==> config.mk <==
export PLATFORM = sky130hd
export DESIGN_NAME = capture_sequencer_flat
export DESIGN_NICKNAME = d
export VERILOG_FILES = /design/src/rtl/la_pkg.sv /design/src/rtl/capture_sequencer_if.sv /design/src/rtl/capture_window_counter.sv /design/src/rtl/capture_sequencer.sv /design/src/flat_wrapper.sv
export SDC_FILE = /design/constraint.sdc
export NUM_CORES = 1
export LEC_CHECK = 0
export CORE_MARGIN = 2
export CORE_UTILIZATION = 50
export CTS_BUF_LIST = sky130_fd_sc_hd__clkbuf_2
export DETAILED_ROUTE_END_ITERATION = 8
export GPL_TIMING_DRIVEN = 0
export PLACE_DENSITY = 0.84
export SKIP_CTS_REPAIR_TIMING = 1
export SLEW_MARGIN = 20
export SYNTH_ARGS = -nofsm -noshare
export SYNTH_HDL_FRONTEND = slang
export SYNTH_SLANG_ARGS = --single-unit
export TNS_END_PERCENT = 10
==> constraint.sdc <==
create_clock -name clock -period 2.9 [get_ports clock]
set_input_delay 0.435 -clock clock [delete_from_list [all_inputs] [get_ports clock]]
set_output_delay 0.435 -clock clock [all_outputs]
set_load 0.02 [all_outputs]
==> src/rtl/la_pkg.sv <==
// Shared types and defaults for the logic-analyzer capture path.
package la_pkg;

  localparam int DEFAULT_ADDR_WIDTH = 12;

  typedef enum logic [2:0] {
    IDLE,
    LOAD,
    PRE,
    ARM,
    WAIT_TRIG,
    POST,
    DONE
  } capture_state_t;

  function automatic logic is_write_state(input capture_state_t s);
    return (s == PRE) || (s == ARM) || (s == WAIT_TRIG) || (s == POST);
  endfunction

endpackage

==> src/rtl/capture_sequencer_if.sv <==
// Trigger handshake and sample-RAM write port between the sequencer and its peers.
interface capture_sequencer_if
  import la_pkg::*;
#(
  parameter int ADDR_WIDTH = DEFAULT_ADDR_WIDTH
) ();

  logic                  valid;
  logic                  trig_run;
  logic                  load_trigs;
  logic                  arm;
  logic                  wr_en;
  logic [ADDR_WIDTH-1:0] wr_addr;

  modport master (
    input  valid,
    input  trig_run,
    output load_trigs,
    output arm,
    output wr_en,
    output wr_addr
  );

  modport slave (
    output valid,
    output trig_run,
    input  load_trigs,
    input  arm,
    input  wr_en,
    input  wr_addr
  );

endinterface

==> src/rtl/capture_window_counter.sv <==
// Loadable write counter; flags the write that completes the current window.
module capture_window_counter #(
  parameter int WIDTH = 12
) (
  input  logic             clock,
  input  logic             reset_n,
  input  logic             clear,
  input  logic             inc,
  input  logic [WIDTH-1:0] limit,
  output logic             last_write
);

  logic [WIDTH-1:0] count;

  always_ff @(posedge clock) begin
    if (!reset_n) begin
      count <= '0;
    end else if (clear) begin
      count <= '0;
    end else if (inc) begin
      count <= count + WIDTH'(1);
    end
  end

  // limit is never zero while inc can be asserted
  assign last_write = inc && (count == (limit - WIDTH'(1)));

endmodule

==> src/rtl/capture_sequencer.sv <==
// Sequences one acquisition: load trigger, pre window, arm, wait for run, post window.
module capture_sequencer
  import la_pkg::*;
#(
  parameter int ADDR_WIDTH = DEFAULT_ADDR_WIDTH
) (
  input  logic                  clock,
  input  logic                  reset_n,
  input  logic                  start,
  input  logic                  abort,
  input  logic [ADDR_WIDTH-1:0] pre_count,
  input  logic [ADDR_WIDTH-1:0] post_count,
  capture_sequencer_if.master   cap,
  output logic [ADDR_WIDTH-1:0] trig_addr,
  output logic                  busy,
  output logic                  done
);

  capture_state_t        state;
  capture_state_t        state_next;
  logic [ADDR_WIDTH-1:0] pre_q;
  logic [ADDR_WIDTH-1:0] post_q;
  logic [ADDR_WIDTH-1:0] wr_addr_q;
  logic [ADDR_WIDTH-1:0] limit;
  logic                  load_q;
  logic                  arm_q;
  logic                  wr_en_q;
  logic                  trig_run_q;
  logic                  accept;
  logic                  active;
  logic                  trig_event;
  logic                  cnt_clear;
  logic                  cnt_inc;
  logic                  last_write;

  assign active     = !(state == IDLE || state == DONE);
  assign accept     = start && !abort && !active;
  assign trig_event = (state == WAIT_TRIG) && cap.trig_run && !trig_run_q;
  assign cnt_clear  = accept || trig_event;
  assign cnt_inc    = wr_en_q && (state == PRE || state == POST);
  assign limit      = (state == POST) ? post_q : pre_q;

  capture_window_counter #(
    .WIDTH (ADDR_WIDTH)
  ) u_window (
    .clock      (clock),
    .reset_n    (reset_n),
    .clear      (cnt_clear),
    .inc        (cnt_inc),
    .limit      (limit),
    .last_write (last_write)
  );

  always_comb begin
    state_next = state;
    if (abort && active) begin
      state_next = IDLE;
    end else begin
      case (state)
        IDLE, DONE: if (accept) state_next = LOAD;
        LOAD:       state_next = (pre_q != '0) ? PRE : ARM;
        PRE:        if (last_write) state_next = ARM;
        ARM:        state_next = WAIT_TRIG;
        WAIT_TRIG:  if (trig_event) state_next = (post_q == '0) ? DONE : POST;
        POST:       if (last_write) state_next = DONE;
        default:    state_next = IDLE;
      endcase
    end
  end

  // Outputs are registered from state_next, so wr_en/wr_addr on the port
  // line up with the state they are shown in; window counts use that write.
  always_ff @(posedge clock) begin
    if (!reset_n) begin
      state      <= IDLE;
      load_q     <= 1'b0;
      arm_q      <= 1'b0;
      wr_en_q    <= 1'b0;
      busy       <= 1'b0;
      done       <= 1'b0;
      trig_run_q <= 1'b0;
      pre_q      <= '0;
      post_q     <= '0;
      wr_addr_q  <= '0;
      trig_addr  <= '0;
    end else begin
      state      <= state_next;
      load_q     <= (state_next == LOAD);
      arm_q      <= (state_next == ARM);
      wr_en_q    <= cap.valid && is_write_state(state_next);
      busy       <= !(state_next == IDLE || state_next == DONE);
      done       <= (state_next == DONE);
      trig_run_q <= cap.trig_run;
      if (accept) begin
        pre_q     <= pre_count;
        post_q    <= post_count;
        wr_addr_q <= '0;
      end else if (wr_en_q) begin
        wr_addr_q <= wr_addr_q + ADDR_WIDTH'(1);
      end
      if (trig_event) begin
        trig_addr <= wr_addr_q;
      end
    end
  end

  assign cap.load_trigs = load_q;
  assign cap.arm        = arm_q;
  assign cap.wr_en      = wr_en_q;
  assign cap.wr_addr    = wr_addr_q;

endmodule

==> src/flat_wrapper.sv <==
// flat-port wrapper written by rule: the top's interface ports become plain ports
module capture_sequencer_flat import la_pkg::*;
#(
  parameter int ADDR_WIDTH = DEFAULT_ADDR_WIDTH
)
  (clock, reset_n, start, abort, pre_count, post_count, trig_addr, busy, done, cap_valid, cap_trig_run, cap_load_trigs, cap_arm, cap_wr_en, cap_wr_addr);
  capture_sequencer_if #(.ADDR_WIDTH(ADDR_WIDTH)) cap_i ();
  input  logic clock;
  input  logic reset_n;
  input  logic start;
  input  logic abort;
  input  logic [ADDR_WIDTH-1:0] pre_count;
  input  logic [ADDR_WIDTH-1:0] post_count;
  output logic [ADDR_WIDTH-1:0] trig_addr;
  output logic busy;
  output logic done;
  input wire logic [$bits(cap_i.valid)-1:0] cap_valid;
  input wire logic [$bits(cap_i.trig_run)-1:0] cap_trig_run;
  output wire logic [$bits(cap_i.load_trigs)-1:0] cap_load_trigs;
  output wire logic [$bits(cap_i.arm)-1:0] cap_arm;
  output wire logic [$bits(cap_i.wr_en)-1:0] cap_wr_en;
  output wire logic [$bits(cap_i.wr_addr)-1:0] cap_wr_addr;
  assign cap_i.valid = cap_valid;
  assign cap_i.trig_run = cap_trig_run;
  assign cap_load_trigs = cap_i.load_trigs;
  assign cap_arm = cap_i.arm;
  assign cap_wr_en = cap_i.wr_en;
  assign cap_wr_addr = cap_i.wr_addr;
  capture_sequencer #(.ADDR_WIDTH(ADDR_WIDTH)) u_core (.clock(clock), .reset_n(reset_n), .start(start), .abort(abort), .pre_count(pre_count), .post_count(post_count), .cap(cap_i), .trig_addr(trig_addr), .busy(busy), .done(done));
endmodule
==> reports/qor.yml, run 1 <==
p_int_w: 0.00129
pin_count: 59
via_per_inst: 5.68
status: "complete, but fails checks"
max_freq_ghz: 0.308
cp.arrival_ns: 3.65
seq_power_share_pct: 54.9
cts_max_level: 3
rows: 30
netlist.area_leader.share_pct: 39.7
finalCritPeriodShare_pct: 112
clk_latency_ns: 0.52
cp_max_fo: 4
path_clk_slew_ns: 0.21
met3WireLength_um: 692
ant_nets: 0
grt_pass1_wl_um: 14000
area_growth_pct: 25.6
hold_viol_final: 0
ir_drop_mv: 0.387
drtIter0Drc: 257
drt-total-wl_um: 8690
synth_fp_nets: 471
fin_tns_setup_ns: -1.50
io_buffers: 58
cp_cell_sequence: "and3b_1, buf_6, buf_12, clkbuf_16, mux2i_1, ha_2, xor2_1, xnor2_1, a211o_1, or4_4, o31a_1, mux2i_1, o21bai_2"
p_per_area_nw_per_um2: 415
first_global_vias: 3139
synthArstFlopShare_pct: 0
place_area_um2: 4190
slowest_delay_ns: 0.53
fin_nets: 548
tightest_slew_ns: 0.847
cp-start-kind: "register"
gp_congestion: 0.908
ys.flop_type: "dfxtp_1"
track_usage_pct: 23.1
min_path_type: "in -> reg"
top_layer: "met4"
switching_share_pct: 28.7
synth.area.mux_share_pct: 3.49
avgRoutedWirePerCell_um: 14.5
cts_tree: "yes"
synth_top_family_by_area: "simple AND/OR/NAND/NOR gates"
crit_type: "reg -> reg"
dieArea_um2: 7650
crit_buf_inv: 3
leakagePower_nw: 1.58
p_sw_w: 0.000520
vias: 3401
grt_setup_unrepaired: "true"
drv_slew: 0
met1_length_um: 3810
dp_hpwl_um: 6340
synth_fa_ha_area_share_pct: 1.08
dr.pass1.iters: 5
ys_warn_count: 0
cp_top_family: "compound AO/OA/AOI/OAI gates"
yosys-top-cells-area: "dfxtp_1 (40%), nand2_1 (10%), a21oi_1 (6.9%), xor2_1 (5.0%), nor2_1 (4.2%)"
max_slew_margin_pct: 42.8
synth.avg_cell_area_um2: 7.95
yosysSeqAreaShare_pct: 39.7
drc: 0
fp.dieH_um: 87.5
synth_cell_types: 54
drv_cap: 0
setup_viol: 7
endpoint_kind: "register"
synth_compound_area_share_pct: 14.8
grt_max_degree: 12
core_um2: 6760
setup_slack_ns: -0.346
wl_met2_um: 3990
cts_sinks: 69
violations: "setup timing"
syn_inst: 438
final.setup_skew_ns: 0.0332
clockPowerShare_pct: 30.5
numCtsBuffers: 9
cp_common_cell: "mux2i_1"
antenna_found_initial: 0
synth_xor_area_share_pct: 8.30
grt.overflow.total: 0
fp.dieW_um: 87.5
cp_data_required_time_ns: 3.31
synth_edf_count: 0
dp_cells: 576
min_period_ns: 3.25
antenna_cells: 0
cts_root_buffer: "clkbuf_2"
drive_gt1_share_pct: 8.86
slowest_stage: "or4_4"
ys_seq_elements: 69
fin_total_pwr_w: 0.00181
comb_power_share_pct: 14.6
netlist_area_um2: 3480
synth_top_area_cell: "dfxtp_1"
synthSimpleGateAreaFrac_pct: 28.2
cts_buffer_depth: 2
final_area_um2: 4370
start_util_pct: 51.5
preCtsSetupSlack_ns: -0.292
final_cells: 599
## registers in the layout, indices dropped and copies added (netlist names)
register               flops
u_core.busy                1
u_core.cap.arm             1
u_core.cap.load_trigs      1
u_core.cap.wr_addr        12
u_core.cap.wr_en           1
u_core.done                1
u_core.post_q             12
u_core.pre_q              12
u_core.state               3
u_core.trig_addr          12
u_core.trig_run_q          1
u_core.u_window.count     12
## per-layer routing
metal / global-route usage (%) / vias to the layer above
li1: - / 1678
met1: 30.1 / 1564
met2: 36.4 / 137
met3: 7.49 / 22
met4: 6.99 / 0
met5: 0 / -
## worst register-to-register path: stages (launching register included)
cell and delay [ns]:
dfxtp_4 0.40, and3b_1 0.22, buf_6 0.12, buf_12 0.10
clkbuf_16 0.12, mux2i_1 0.20, ha_2 0.21, xor2_1 0.17
xnor2_1 0.08, a211o_1 0.27, or4_4 0.53, o31a_1 0.35
mux2i_1 0.15, o21bai_2 0.19
## per-stage QoR
step / util [%] / hold slack (ns)
after global placement: 62.0 / 0.443
after CTS: 63.5 / 0.409
final: 64.7 / 0.424
after global routing: 64.7 / 0.391
after floorplan: - / 0.455
after detailed placement: 62.0 / 0.448
## worst paths after layout
| kind | from | cells after the start | slack [ns] | to |
|---|---|---|---|---|
| max | u_core.state[1]$_SDFF_PN0_ | 13 | -0.35 | u_core.busy$_SDFF_PN0_ |
| min | pre_count[8] | 3 | 0.42 | u_core.pre_q[8]$_SDFFE_PN0P_ |
| max reg2reg | u_core.state[1]$_SDFF_PN0_ | 13 | -0.35 | u_core.busy$_SDFF_PN0_ |
| min reg2reg | u_core.trig_addr[8]$_SDFFE_PN0P_ | 2 | 0.47 | u_core.trig_addr[8]$_SDFFE_PN0P_ |
## power by group through the flow
| stage | Combinational (W) | Clock, W | Sequential (W) |
|---|---|---|---|
| 5_1_grt | 0.000290 | 0.000605 | 0.00100 |
| 4_1_cts | 0.000258 | 0.000558 | 0.000995 |
| 3_3_place_gp | 0.000248 | 0 | 0.00101 |
| 6_report | 0.000265 | 0.000553 | 0.000996 |
| 2_1_floorplan | 0.000166 | 0 | 0.00101 |
| 3_5_place_dp | 0.000256 | 0 | 0.00101 |
## cell families after synthesis
kind of cell / Yosys count
flip-flops: 69
multiplexers: 12
XOR/XNOR: 33
AO/OA/AOI/OAI: 84
buffers and inverters: 27
AND/OR/NAND/NOR: 210
adder cells (fa/ha/maj): 3
## synthesized netlist by cell type (2+ instances only)
cell type / count
a211o_1: 2
a21oi_1: 48
a221oi_1: 2
a31o_2: 2
and2_1: 3
and3_1: 7
buf_4: 2
clkbuf_1: 15
clkbuf_8: 2
dfxtp_1: 69
ha_1: 3
inv_1: 4
mux2i_1: 11
nand2_1: 95
nand2b_1: 11
nand3_1: 9
nand4_1: 9
nor2_1: 39
nor3_1: 11
nor4_1: 7
o211a_1: 2
o211ai_1: 2
o21ai_0: 12
o22ai_1: 2
o31a_1: 3
o31ai_1: 2
or3_1: 5
or4_1: 2
xnor2_1: 13
xor2_1: 20
## cells in the final DEF (no fill, tap or decap), types with 12 or more instances in the layout
cell / n
a21oi_1: 48
clkbuf_1: 15
clkdlybuf4s50_1: 58
dfxtp_1: 66
nand2_1: 95
nor2_1: 38
o21ai_0: 12
xnor2_1: 13
xor2_1: 20
## final cells by class
cell class | instances | area (um2)
plain buffers | 22 | 149
clock buffers | 11 | 55.1
clock inverters | 4 | 50.0
fillers | 584 | 2380
inverters | 4 | 15.0
multi-input cells | 342 | 1970
flip-flops and latches | 69 | 1390
well taps | 80 | 100
repair buffers | 67 | 648
(Power assumes the default switching activity.)
==> run 2: changes to the inputs <==
--- a/config.mk
+++ b/config.mk
@@ -5,6 +5,7 @@
 export SDC_FILE = /design/constraint.sdc
 export NUM_CORES = 1
 export LEC_CHECK = 0
+export CAP_MARGIN = 20
 export CORE_MARGIN = 2
 export CORE_UTILIZATION = 50
 export CTS_BUF_LIST = sky130_fd_sc_hd__clkbuf_2
==> results of run 2 <==
The final DEF is identical to that of run 1; final timing and power are the same.
==> run 3: changes to the inputs <==
--- a/config.mk
+++ b/config.mk
@@ -11,7 +11,7 @@
 export CTS_BUF_LIST = sky130_fd_sc_hd__clkbuf_2
 export DETAILED_ROUTE_END_ITERATION = 8
 export GPL_TIMING_DRIVEN = 0
-export PLACE_DENSITY = 0.84
+export PLACE_DENSITY = 0.81
 export SKIP_CTS_REPAIR_TIMING = 1
 export SLEW_MARGIN = 20
 export SYNTH_ARGS = -nofsm -noshare
==> constraint.sdc (replaced) <==
create_clock -name clock -period 3.5 [get_ports clock]
set_input_delay 0.525 -clock clock [delete_from_list [all_inputs] [get_ports clock]]
set_output_delay 0.525 -clock clock [all_outputs]
set_load 0.02 [all_outputs]
==> reports/qor.yml, run 3 (same netlist as run 1, synthesis figures left out) <==
drt-total-wl_um: 9180  # +5.7%
cp_cell_sequence: "buf_2, and3b_1, buf_4, buf_12, mux2i_2, ha_2, xor2_1, xnor2_1, a211o_1, or4_4, o31a_1, mux2i_1, o21bai_2"
final_common_cell: "nand2_1"
cts_root_buffer: "clkbuf_2"
grt_pass1_wl_um: 15000  # +7.0%
first_global_vias: 3247  # +3.4%
finalCritPeriodShare_pct: 95.9  # -16 points
cp-start-kind: "register"
status: "completed"
cp.arrival_ns: 3.84  # +0.19 ns
drive_gt1_share_pct: 7.23  # -1.6 points
crit_type: "reg -> reg"
grt.overflow.total: 0  # unchanged
area_growth_pct: 25.3
ir_drop_mv: 0.220  # -43%
endpoint_kind: "register"
drc: 0  # unchanged
final_cell_mix: "nand2_1 (95), dfxtp_1 (68), clkdlybuf4s50_1 (58)"
vias: 3398  # -0.088%
min_path_type: "reg -> reg"
slowest_stage: "or4_4"
track_usage_pct: 25.1  # +2.1 points
dp_hpwl_um: 6580  # +3.7%
cts_buffer_depth: 2  # unchanged
slowest_delay_ns: 0.58  # +0.05 ns
dp_cells: 576  # unchanged
clockPowerShare_pct: 39.7  # +9.2 points
antenna_found_initial: 0  # unchanged
dr.pass1.iters: 6  # +1
leakagePower_nw: 1.56  # -0.90%
cts_sinks: 69  # unchanged
cts_max_level: 3  # unchanged
ant_nets: 0  # unchanged
avgRoutedWirePerCell_um: 15.5  # +7.0%
fp.dieH_um: 87.5  # unchanged
antenna_cells: 0  # unchanged
fp.dieW_um: 87.5  # unchanged
path_clk_slew_ns: 0.21  # about the same
cp_top_family: "simple AND/OR/NAND/NOR gates"
io_buffers: 58  # unchanged
min_period_ns: 3.36  # +0.111 ns
drv_cap: 0  # unchanged
cp_max_fo: 19  # +15
core_um2: 6760  # unchanged
p_per_area_nw_per_um2: 398  # -4.0%
final.setup_skew_ns: 0.0232  # -0.0100 ns
rows: 30  # unchanged
final_cells: 592  # -1.2%
fin_total_pwr_w: 0.00174  # -4.3%
start_util_pct: 51.5  # unchanged
n_fill_cell: 594  # +1.7%
cts_tree: "yes"
max_slew_margin_pct: 45.0  # +2.3 points
multiInputGateArea_um2: 1960  # -0.25%
cp_data_required_time_ns: 3.98  # +0.67 ns
fin_nets: 541  # -1.3%
p_int_w: 0.00128  # -0.74%
tightest_slew_ns: 0.813  # -0.0338 ns
regArea_um2: 1380  # -0.54%
seq_power_share_pct: 47.6  # -7.3 points
max_freq_ghz: 0.298  # -3.3%
setup_viol: 0  # -7
pin_count: 59  # unchanged
clk_latency_ns: 0.56  # +0.04 ns
crit_buf_inv: 3  # unchanged
final_area_um2: 4360  # -0.29%
hold_viol_final: 0  # unchanged
place_area_um2: 4160  # -0.57%
comb_power_share_pct: 12.7  # -1.9 points
switching_share_pct: 26.0  # -2.6 points
drtIter0Drc: 260  # +1.2%
drv_slew: 0  # unchanged
p_sw_w: 0.000452  # -13%
gp_congestion: 0.943  # +3.8%
via_per_inst: 5.74  # +1.1%
grt_max_degree: 13  # +1
fin_util_pct: 64.6  # -0.19 points
dieArea_um2: 7650  # unchanged
numCtsBuffers: 9  # unchanged
==> run 3: cell types whose count changed in the layout (fill, tap and decap cells not counted), moves of 2 or more <==
| cell | before | now |
|---|---|---|
| buf_4 | 10 | 4 |
| bufinv_16 | 1 | 4 |
| clkbuf_2 | 11 | 9 |
| dfxtp_1 | 66 | 68 |
| dfxtp_4 | 2 | 0 |
==> run 3: worst min-delay path: stages, from the launching register on <==
cell	delay (ns)
dfxtp_1	0.35
nand2_1	0.05
a21oi_1	0.05
==> run 3: power groups by stage <==
stage	Clock, W	Sequential [W]	Combinational [W]
2_1_floorplan	0	0.000837	0.000137
3_3_place_gp	0	0.000840	0.000207
3_5_place_dp	0	0.000840	0.000212
4_1_cts	0.000681	0.000825	0.000214
5_1_grt	0.000709	0.000829	0.000242
6_report	0.000688	0.000826	0.000221
==> run 3: final cells by class <==
type,count,area share [%]
inverter,4,0.344
multi-input combinational,342,45.0
buffer,22,2.87
sequential,69,31.7
timing repair buffer,60,13.7
clock inverter,6,3.13
clock buffer,9,1.03
tap,80,2.29
==> run 3: metal layers <==
| metal | wire length (um) | global-route usage (%) | vias to the layer above |
|---|---|---|---|
| met4 | 259 | 12.2 | 0 |
| met1 | 3800 | 31.2 | 1578 |
| met5 | 0 | 0 | - |
| met3 | 691 | 6.07 | 30 |
| met2 | 4430 | 40.7 | 130 |
| li1 | - | - | 1660 |
==> run 3: worst paths after layout <==
check / slack, ns / cells past startpoint / from / endpoint
worst max-delay path: 0.14 / 13 / u_core.state[1]$_SDFF_PN0_ / u_core.busy$_SDFF_PN0_
worst min-delay path: 0.47 / 2 / u_core.trig_addr[8]$_SDFFE_PN0P_ / u_core.trig_addr[8]$_SDFFE_PN0P_
worst max register to register: 0.14 / 13 / u_core.state[1]$_SDFF_PN0_ / u_core.busy$_SDFF_PN0_
worst min register to register: 0.47 / 2 / u_core.trig_addr[8]$_SDFFE_PN0P_ / u_core.trig_addr[8]$_SDFFE_PN0P_
==> run 3: through the flow <==
| step | setup TNS (ns) | hold slack [ns] | setup WS [ns] |
|---|---|---|---|
| 6_report | 0 | 0.475 | 0.143 |
| 5_1_grt | -0.00402 | 0.481 | -0.00402 |
| 4_1_cts | -0.0244 | 0.480 | -0.0244 |
| 3_5_place_dp | 0 | 0.454 | 0.00431 |
| 3_3_place_gp | 0 | 0.444 | 0.0797 |
| 2_1_floorplan | 0 | 0.455 | 0.347 |
